$ cat config.mk
export PLATFORM = sky130hd
export DESIGN_NAME = ct_rr_arbiter
export DESIGN_NICKNAME = d
export VERILOG_FILES = /design/src/rtl/ct_rr_arbiter.sv
export SDC_FILE = /design/constraint.sdc
export NUM_CORES = 1
export LEC_CHECK = 0
export BUFFER_PORTS_ARGS = -buffer_cell sky130_fd_sc_hd__clkbuf_2
export CORE_MARGIN = 2
export CORE_UTILIZATION = 48
export CTS_CLUSTER_SIZE = 10
export DETAILED_ROUTE_END_ITERATION = 8
export PLACE_DENSITY = 0.83
export SLEW_MARGIN = 20
export SYNTH_ARGS = -nofsm -noshare
export SYNTH_HDL_FRONTEND = slang
export SYNTH_SLANG_ARGS = --single-unit
$ cat constraint.sdc
create_clock -name clk -period 3.1 [get_ports clk]
set_input_delay 0.465 -clock clk [delete_from_list [all_inputs] [get_ports clk]]
set_output_delay 0.465 -clock clk [all_outputs]
set_load 0.02 [all_outputs]
$ cat src/rtl/ct_rr_arbiter.sv
// ---------------------------------------------------------------------------
// ct_rr_arbiter
//
// Packet-aware round-robin arbiter. NI ready/valid source streams share one
// downstream field-conversion stage. A source that wins arbitration keeps the
// grant until its end-of-packet beat is accepted. Beats leave through a single
// registered output stage, and each beat is tagged with its source index.
//
// States
//   state  | meaning
//   -------+---------------------------------------------------------------
//   IDLE   | no packet in flight; round-robin pick starting after ptr
//   LOCKED | a multi-beat packet from source lock_q is in progress
//
// Ports
//   clk      : clock
//   reset    : asynchronous, active-high reset
//   i_data   : NI x WD source data, source k at [WD*k +: WD]
//   i_field  : NI x WF source field (address/tag), source k at [WF*k +: WF]
//   i_eop    : per-source end-of-packet flag
//   i_valid  : per-source valid
//   o_ready  : per-source ready (at most one bit high)
//   o_data   : forwarded data
//   o_field  : forwarded field
//   o_eop    : forwarded end-of-packet
//   o_src    : source index of the current output beat
//   o_valid  : output valid
//   i_ready  : downstream ready
// ---------------------------------------------------------------------------
module ct_rr_arbiter #(
  parameter  int NI = 2,
  parameter  int WD = 8,
  parameter  int WF = 4,
  localparam int WS = (NI > 1) ? $clog2(NI) : 1
) (
  input  logic             clk,
  input  logic             reset,
  input  logic [NI*WD-1:0] i_data,
  input  logic [NI*WF-1:0] i_field,
  input  logic [NI-1:0]    i_eop,
  input  logic [NI-1:0]    i_valid,
  output logic [NI-1:0]    o_ready,
  output logic [WD-1:0]    o_data,
  output logic [WF-1:0]    o_field,
  output logic             o_eop,
  output logic [WS-1:0]    o_src,
  output logic             o_valid,
  input  logic             i_ready
);

  typedef enum logic [0:0] {
    IDLE   = 1'b0,
    LOCKED = 1'b1
  } state_t;

  state_t          state_q, state_d;
  logic [WS-1:0]   ptr_q, ptr_d;
  logic [WS-1:0]   lock_q, lock_d;

  logic            valid_q, valid_d;
  logic [WD-1:0]   data_q, data_d;
  logic [WF-1:0]   field_q, field_d;
  logic            eop_q, eop_d;
  logic [WS-1:0]   src_q, src_d;

  logic            adv;
  logic [WS-1:0]   rr_sel;
  logic [WS-1:0]   rr_cand;
  logic            rr_found;
  logic [WS-1:0]   sel;
  logic            sel_valid;
  logic            sel_eop;
  logic            accept;

  // -------------------------------------------------------------------------
  // Round-robin pick: first valid source scanning ptr+1, ptr+2, ... mod NI.
  // The scan ends on ptr itself, so the last-granted source has lowest
  // priority.
  // -------------------------------------------------------------------------
  always_comb begin
    rr_sel   = '0;
    rr_cand  = '0;
    rr_found = 1'b0;
    for (int i = 1; i <= NI; i++) begin
      rr_cand = WS'((int'(ptr_q) + i) % NI);
      if (!rr_found && i_valid[rr_cand]) begin
        rr_sel   = rr_cand;
        rr_found = 1'b1;
      end
    end
  end

  // -------------------------------------------------------------------------
  // Grant, handshake and next-state logic.
  // -------------------------------------------------------------------------
  always_comb begin
    state_d = state_q;
    ptr_d   = ptr_q;
    lock_d  = lock_q;

    adv = ~valid_q | i_ready;

    if (state_q == LOCKED) begin
      // Bubbles on the locked source stall the output; nobody else may cut in.
      sel       = lock_q;
      sel_valid = i_valid[lock_q];
    end else begin
      sel       = rr_sel;
      sel_valid = |i_valid;
    end

    // Ready is held off while reset is asserted so that no source believes a
    // beat was taken while the output stage is being cleared.
    o_ready = '0;
    if (adv && sel_valid && !reset) begin
      o_ready[sel] = 1'b1;
    end

    accept  = |(o_ready & i_valid);
    sel_eop = i_eop[sel];

    unique case (state_q)
      IDLE: begin
        if (accept) begin
          if (sel_eop) begin
            ptr_d = sel;
          end else begin
            lock_d  = sel;
            state_d = LOCKED;
          end
        end
      end
      LOCKED: begin
        if (accept && sel_eop) begin
          ptr_d   = lock_q;
          state_d = IDLE;
        end
      end
      default: begin
        state_d = IDLE;
      end
    endcase
  end

  // -------------------------------------------------------------------------
  // Output register. It only moves when the downstream can take a beat or
  // the register is empty; payload holds when no new beat is loaded.
  // -------------------------------------------------------------------------
  always_comb begin
    valid_d = valid_q;
    data_d  = data_q;
    field_d = field_q;
    eop_d   = eop_q;
    src_d   = src_q;
    if (adv) begin
      valid_d = accept;
      if (accept) begin
        data_d  = i_data[WD*sel +: WD];
        field_d = i_field[WF*sel +: WF];
        eop_d   = sel_eop;
        src_d   = sel;
      end
    end
  end

  always_ff @(posedge clk or posedge reset) begin
    if (reset) begin
      state_q <= IDLE;
      ptr_q   <= WS'(NI - 1);
      lock_q  <= '0;
      valid_q <= 1'b0;
      data_q  <= '0;
      field_q <= '0;
      eop_q   <= 1'b0;
      src_q   <= '0;
    end else begin
      state_q <= state_d;
      ptr_q   <= ptr_d;
      lock_q  <= lock_d;
      valid_q <= valid_d;
      data_q  <= data_d;
      field_q <= field_d;
      eop_q   <= eop_d;
      src_q   <= src_d;
    end
  end

  assign o_valid = valid_q;
  assign o_data  = data_q;
  assign o_field = field_q;
  assign o_eop   = eop_q;
  assign o_src   = src_q;

  // -------------------------------------------------------------------------
  // Simulation checks.
  // -------------------------------------------------------------------------
  a_ready_onehot0 : assert property (@(posedge clk) disable iff (reset)
    $onehot0(o_ready));

  a_hold_stable : assert property (@(posedge clk) disable iff (reset)
    (valid_q && !i_ready) |=> (valid_q && $stable({data_q, field_q, eop_q, src_q})));

  a_ptr_range : assert property (@(posedge clk) disable iff (reset)
    (int'(ptr_q) < NI) && (int'(lock_q) < NI));

endmodule

# Yosys cells after proc, flatten, opt, wreduce, memory -nomap -nowiden
# Cells that the tools add are included.
dict set report totals {
  register_bits 18
  in_bits 31
  out_inout_bits 17
  word_cells 61
}
dict set report classes {
  addsub 2
  magnitude_cmp 5
  eq_ne 3
  n_shift 2
  muxes 24
  bitwise_logic 5
  n_reduce_logical 12
}
# cell count
set ops {}
lappend ops {{$mux W1} 20}
lappend ops {{$shiftx A16 B5 Y8} 1}
lappend ops {{$lt A1 B2 Y1 const B} 4}
lappend ops {{$shiftx A8 B4 Y4} 1}
lappend ops {{$reduce_and A3 Y1} 2}
lappend ops {{$logic_and A1 B1 Y1} 5}
lappend ops {{$ne A2 B2 Y1 const B} 2}
lappend ops {{$pmux W1 S2} 2}
lappend ops {{$reduce_or A2 Y1} 2}
lappend ops {{$not A1 Y1} 3}
lappend ops {{$add A1 B1 Y1 const B} 2}
lappend ops {{$and A2 B2 Y2} 1}
lappend ops {{$logic_not A1 Y1} 2}
lappend ops {{$mux W2} 1}
lappend ops {{$ne A2 B1 Y1 const B} 1}
lappend ops {{$reduce_and A2 Y1} 1}
lappend ops {{$demux W1 S1} 1}
lappend ops {{$ge A1 B1 Y1 const B} 1}
lappend ops {{$or A1 B1 Y1} 1}

# Logic depth before layout (Yosys ltp)
dict set report logic_depth {
  depth_word 18
  ltp_mapped 6
  ltp_nobuf 4
}

# Least setup slack after synthesis
# No wires, ideal clock.
dict set report synth_timing {
  kind {register to output}
  start {register valid_q, in the netlist o_valid}
  end {output o_ready[1]}
  arrival_ns 1.612
  setup_slack_ns 1.023
  path_stages_with_launch 5
  n_path_buf 1
  cell_sequence {dfrtp_1 > nor2b_1 > a2111oi_4 > buf_6 > nor2b_1}
}
dict set report synth_between {
  elab_chain_len 5
}
# element line_no
set synth_rtl {}
lappend synth_rtl {{from (decl)} 60} ;# logic valid_q, valid_d;
lappend synth_rtl {{from (signal assigned)} 180} ;# valid_q <= valid_d;
lappend synth_rtl {{$not A1 Y1} 101} ;# adv = ~valid_q | i_ready;
lappend synth_rtl {{$or A1 B1 Y1} 101}
lappend synth_rtl {{$logic_and A1 B1 Y1 (2 in series)} 115} ;# if (adv && sel_valid && !reset) begin
lappend synth_rtl {{$mux W2} 115}
lappend synth_rtl {{to (decl)} 42} ;# output logic [NI-1:0] o_ready,
# No other way between the ends.

# Worst setup path after layout
dict set report layout_timing {
  start {register lock_q}
  end {output o_ready[0]}
}
dict set report layout_between {
  elab_chain_len 6
}
# element line_no
set layout_rtl {}
lappend layout_rtl {{from (decl)} 58} ;# logic [WS-1:0] lock_q, lock_d;
lappend layout_rtl {{from (signal assigned)} 179} ;# lock_q <= lock_d;
lappend layout_rtl {{$mux W1 (on tied branches)} {103, 106}}
lappend layout_rtl {{$lt A1 B2 Y1 (implied by the code) (tied with other cells)} 116} ;# o_ready[sel] = 1'b1;
lappend layout_rtl {{$logic_and A1 B1 Y1 (implied by the code) or $mux W1 (tied branches)} {116, 103}}
lappend layout_rtl {{$mux W1 (implied by the code) or $logic_and A1 B1 Y1 (tied branches)} {116, 115}}
lappend layout_rtl {{$demux W1 S1 or $logic_and A1 B1 Y1 (tied branches)} {116, 115}}
lappend layout_rtl {{$mux W2 *} 115}
# Every way passes the cells marked *; elsewhere a longest branch is shown, timed or not. The select of a mux whose other input is x is not followed.

==> results_dict.tcl <==
set metrics [dict create \
    syn_inst 83 \
    fillCellCount 172 \
    maxCapViolCount 0 \
    avgSynthCellArea_um2 11.6 \
    startpoint "lock_q$_DFFE_PP0P_" \
    wirelength_um 1920 \
    fin_ws_ns 0.695 \
    syn-num-nets 114 \
    post_drt_wl_per_cell_um 12.1 \
    cts_inserted_buffers 3 \
    dpl_worst_slack_ns 0.896 \
    timing.rr.start "lock_q$_DFFE_PP0P_" \
    diodes 0 \
    p_leak_nw 0.629 \
    finalNonFillerCells 159 \
    dpl.hpwl_um 1550 \
    netlist_area_um2 960 \
    max_freq_ghz 0.416 \
    reg2regPathDepth 4 \
    drc_errors 0 \
    drv_slew 0 \
    grt_remaining_overflow 0 \
    clk_pin_slew_ns 0.10 \
    die_w_um 48.7 \
    final_antenna_net_count 0 \
    gp_congestion 0.770 \
    grt_first_pass_wirelength_um 3280 \
    setup_tns_ns 0 \
    utilization_pct 64.9 \
    ys_ff_latch 18 \
    via_count 768 \
    io_pins 48 \
    h-tree-depth 1 \
    grt_pass1_vias 777 \
    synth_cell_types 23 \
    cts_setup_buffers 0 \
    dieHeight_um 48.7 \
    r2r_slack_ns 1.32 \
    clockBufferDepth 2 \
    cp.arrival_ns 1.94 \
    start_kind "flip-flop" \
    gr-usage-met2_pct 34.2 \
    fin_skew_ns 0.00606 \
    fin_crit_ns 2.41 \
    worst-path-max-fanout 17 \
    end_kind "output pin" \
    clockRootBuffer "clkbuf_4" \
    synth-warning-count 0 \
    cp_data_required_time_ns 2.63 \
    floorplan.initialDensity_pct 49.9 \
    post-route-period-util_pct 77.6 \
    busiest_layer "met2" \
    clock_latency_ns 0.28 \
    die_area_um2 2370 \
    rsz0062_at_grt "false" \
    antenna_found_initial 0 \
    grt_start_max_net_pins 19 \
    post_drt_via_cell_ratio 4.83 \
    drtIter0Drc 4 \
    dr.pass1.iters 3 \
    nets 164 \
    critPathKind "reg -> out" \
    drive_above_1_share_pct 59.8 \
    p_per_area_nw_per_um2 878 \
    cts_resized 0 \
    hold_viol_final 0 \
    setup_viol 0 \
    outcome "complete, no violations" \
    core_region_area_um2 1920 \
    cts_tree "built" \
    place_inst 155 \
    cts_hold_buf 0 \
    clock_sinks 18 \
    met3_usage_pct 2.78 \
    ys_seq_area_share_pct 47.1 \
    synthToLayoutAreaGrowth_pct 30.0 \
    maxSlewHeadroom_pct 55.6 \
    use_met1_pct 20.0 \
    grtUsageTotal_pct 17.9 \
    worst_pin_slew_ns 0.665 \
    fp-row-count 16 \
    hold_path.class "in -> async" \
    max-vdd-ir-drop_v 0.000486 \
    io_buffers 47 \
]
-- area by class of cell --
class	instances	area (um^2)	area share, %
Clock buffer	4	36.3	2.91
Inverter	1	3.75	0.301
Multi-Input combinational cell	59	464	37.2
Sequential cell	18	452	36.2
Timing Repair Buffer	50	258	20.7
Tap cell	27	33.8	2.71
-- cell usage after synthesis --
cell type	n	area share [%]
dfrtp_1	17	44
mux2i_1	14	15
a21oi_2	12	11
nor2_1	10	3.9
nor2_2	6	3.9
a21oi_1	3	1.6
nor2b_1	3	2.0
buf_2	2	1.0
buf_6	2	2.3
a2111oi_4	1	2.9
a21bo_2	1	1.0
a311oi_2	1	1.6
and2_1	1	0.65
buf_4	1	0.78
dfstp_2	1	2.7
inv_1	1	0.39
mux2_2	1	1.2
nand2_1	1	0.39
o21a_1	1	0.78
o21ai_0	1	0.52
o21ba_2	1	1.0
or2_2	1	0.65
or4_1	1	0.78
-- routing by layer --
layer	wire, um	vias to the layer above	share of wire (%)
li1	-	387	-
met5	0	-	0
met4	12	0	0.63
met1	817	351	43
met2	982	28	51
met3	105	2	5.5
-- worst max-delay path: stages, from the launching register on --
cell,delay [ns]
dfrtp_1,0.43
mux2i_1,0.17
a2111oi_4,0.38
buf_4,0.32
and2_1,0.18
clkbuf_2,0.17
-- cells by family after synthesis --
family / after synthesis / synth area share [%]
muxes: 15 / 15.8
and+or+nand+nor: 23 / 12.3
DFF: 18 / 47.1
buffers and inverters: 6 / 4.56
AOI/OAI and AO/OA: 21 / 20.3
-- flip-flops by register name, indices dropped and copies added, names as in the netlist, named ones only --
| name | flops |
|---|---|
| lock_q | 1 |
| o_data | 8 |
| o_eop | 1 |
| o_field | 4 |
| o_src | 1 |
| o_valid | 1 |
| ptr_q | 1 |
-- power by group --
part	total (mW)	internal, mW	switching [mW]	leakage (nW)
sequential	0.411	0.338	0.0728	0.201
combinational	0.544	0.220	0.324	0.407
clock	0.141	0.0714	0.0693	0.0210
total	1.10	0.630	0.466	0.629
-- through the flow --
| stage | hold WS [ns] | total power, mW | instance area (um^2) |
|---|---|---|---|
| 5_1_grt | 0.360 | 1.17 | 1250 |
| 3_5_place_dp | 0.492 | 0.969 | 1210 |
| 4_1_cts | 0.315 | 1.11 | 1250 |
| 3_3_place_gp | 0.494 | 0.948 | 1210 |
| 2_1_floorplan | 0.403 | 0.805 | 960 |
| 6_report | 0.288 | 1.10 | 1250 |
-- layout by cell type (no fill, tap or decap) --
| cell | Yosys | final |
|---|---|---|
| a2111oi_4 | 1 | 1 |
| a21bo_2 | 1 | 1 |
| a21oi_1 | 3 | 3 |
| a21oi_2 | 12 | 12 |
| a311oi_2 | 1 | 1 |
| and2_1 | 1 | 1 |
| buf_4 | 1 | 3 |
| clkbuf_2 | 0 | 47 |
| clkbuf_4 | 0 | 3 |
| clkbuf_8 | 0 | 1 |
| dfrtp_1 | 17 | 17 |
| dfstp_2 | 1 | 1 |
| inv_1 | 1 | 1 |
| mux2_2 | 1 | 1 |
| mux2i_1 | 14 | 14 |
| nand2_1 | 1 | 1 |
| nor2_1 | 10 | 10 |
| nor2_2 | 6 | 6 |
| nor2b_1 | 3 | 3 |
| o21a_1 | 1 | 1 |
| o21ai_0 | 1 | 1 |
| o21ba_2 | 1 | 1 |
| or2_2 | 1 | 1 |
| or4_1 | 1 | 1 |
-- how the worst max path moves through the flow --
stage               cells after the start         end  slack [ns]
floorplan                               4  o_ready[1]        1.02
global placement                        6  o_ready[0]        0.96
detailed placement                      6  o_ready[0]        0.90
CTS                                     5  o_ready[0]        0.68
global route                            5  o_ready[0]        0.57
finish                                  5  o_ready[0]        0.69
(Power assumes the default switching activity.)
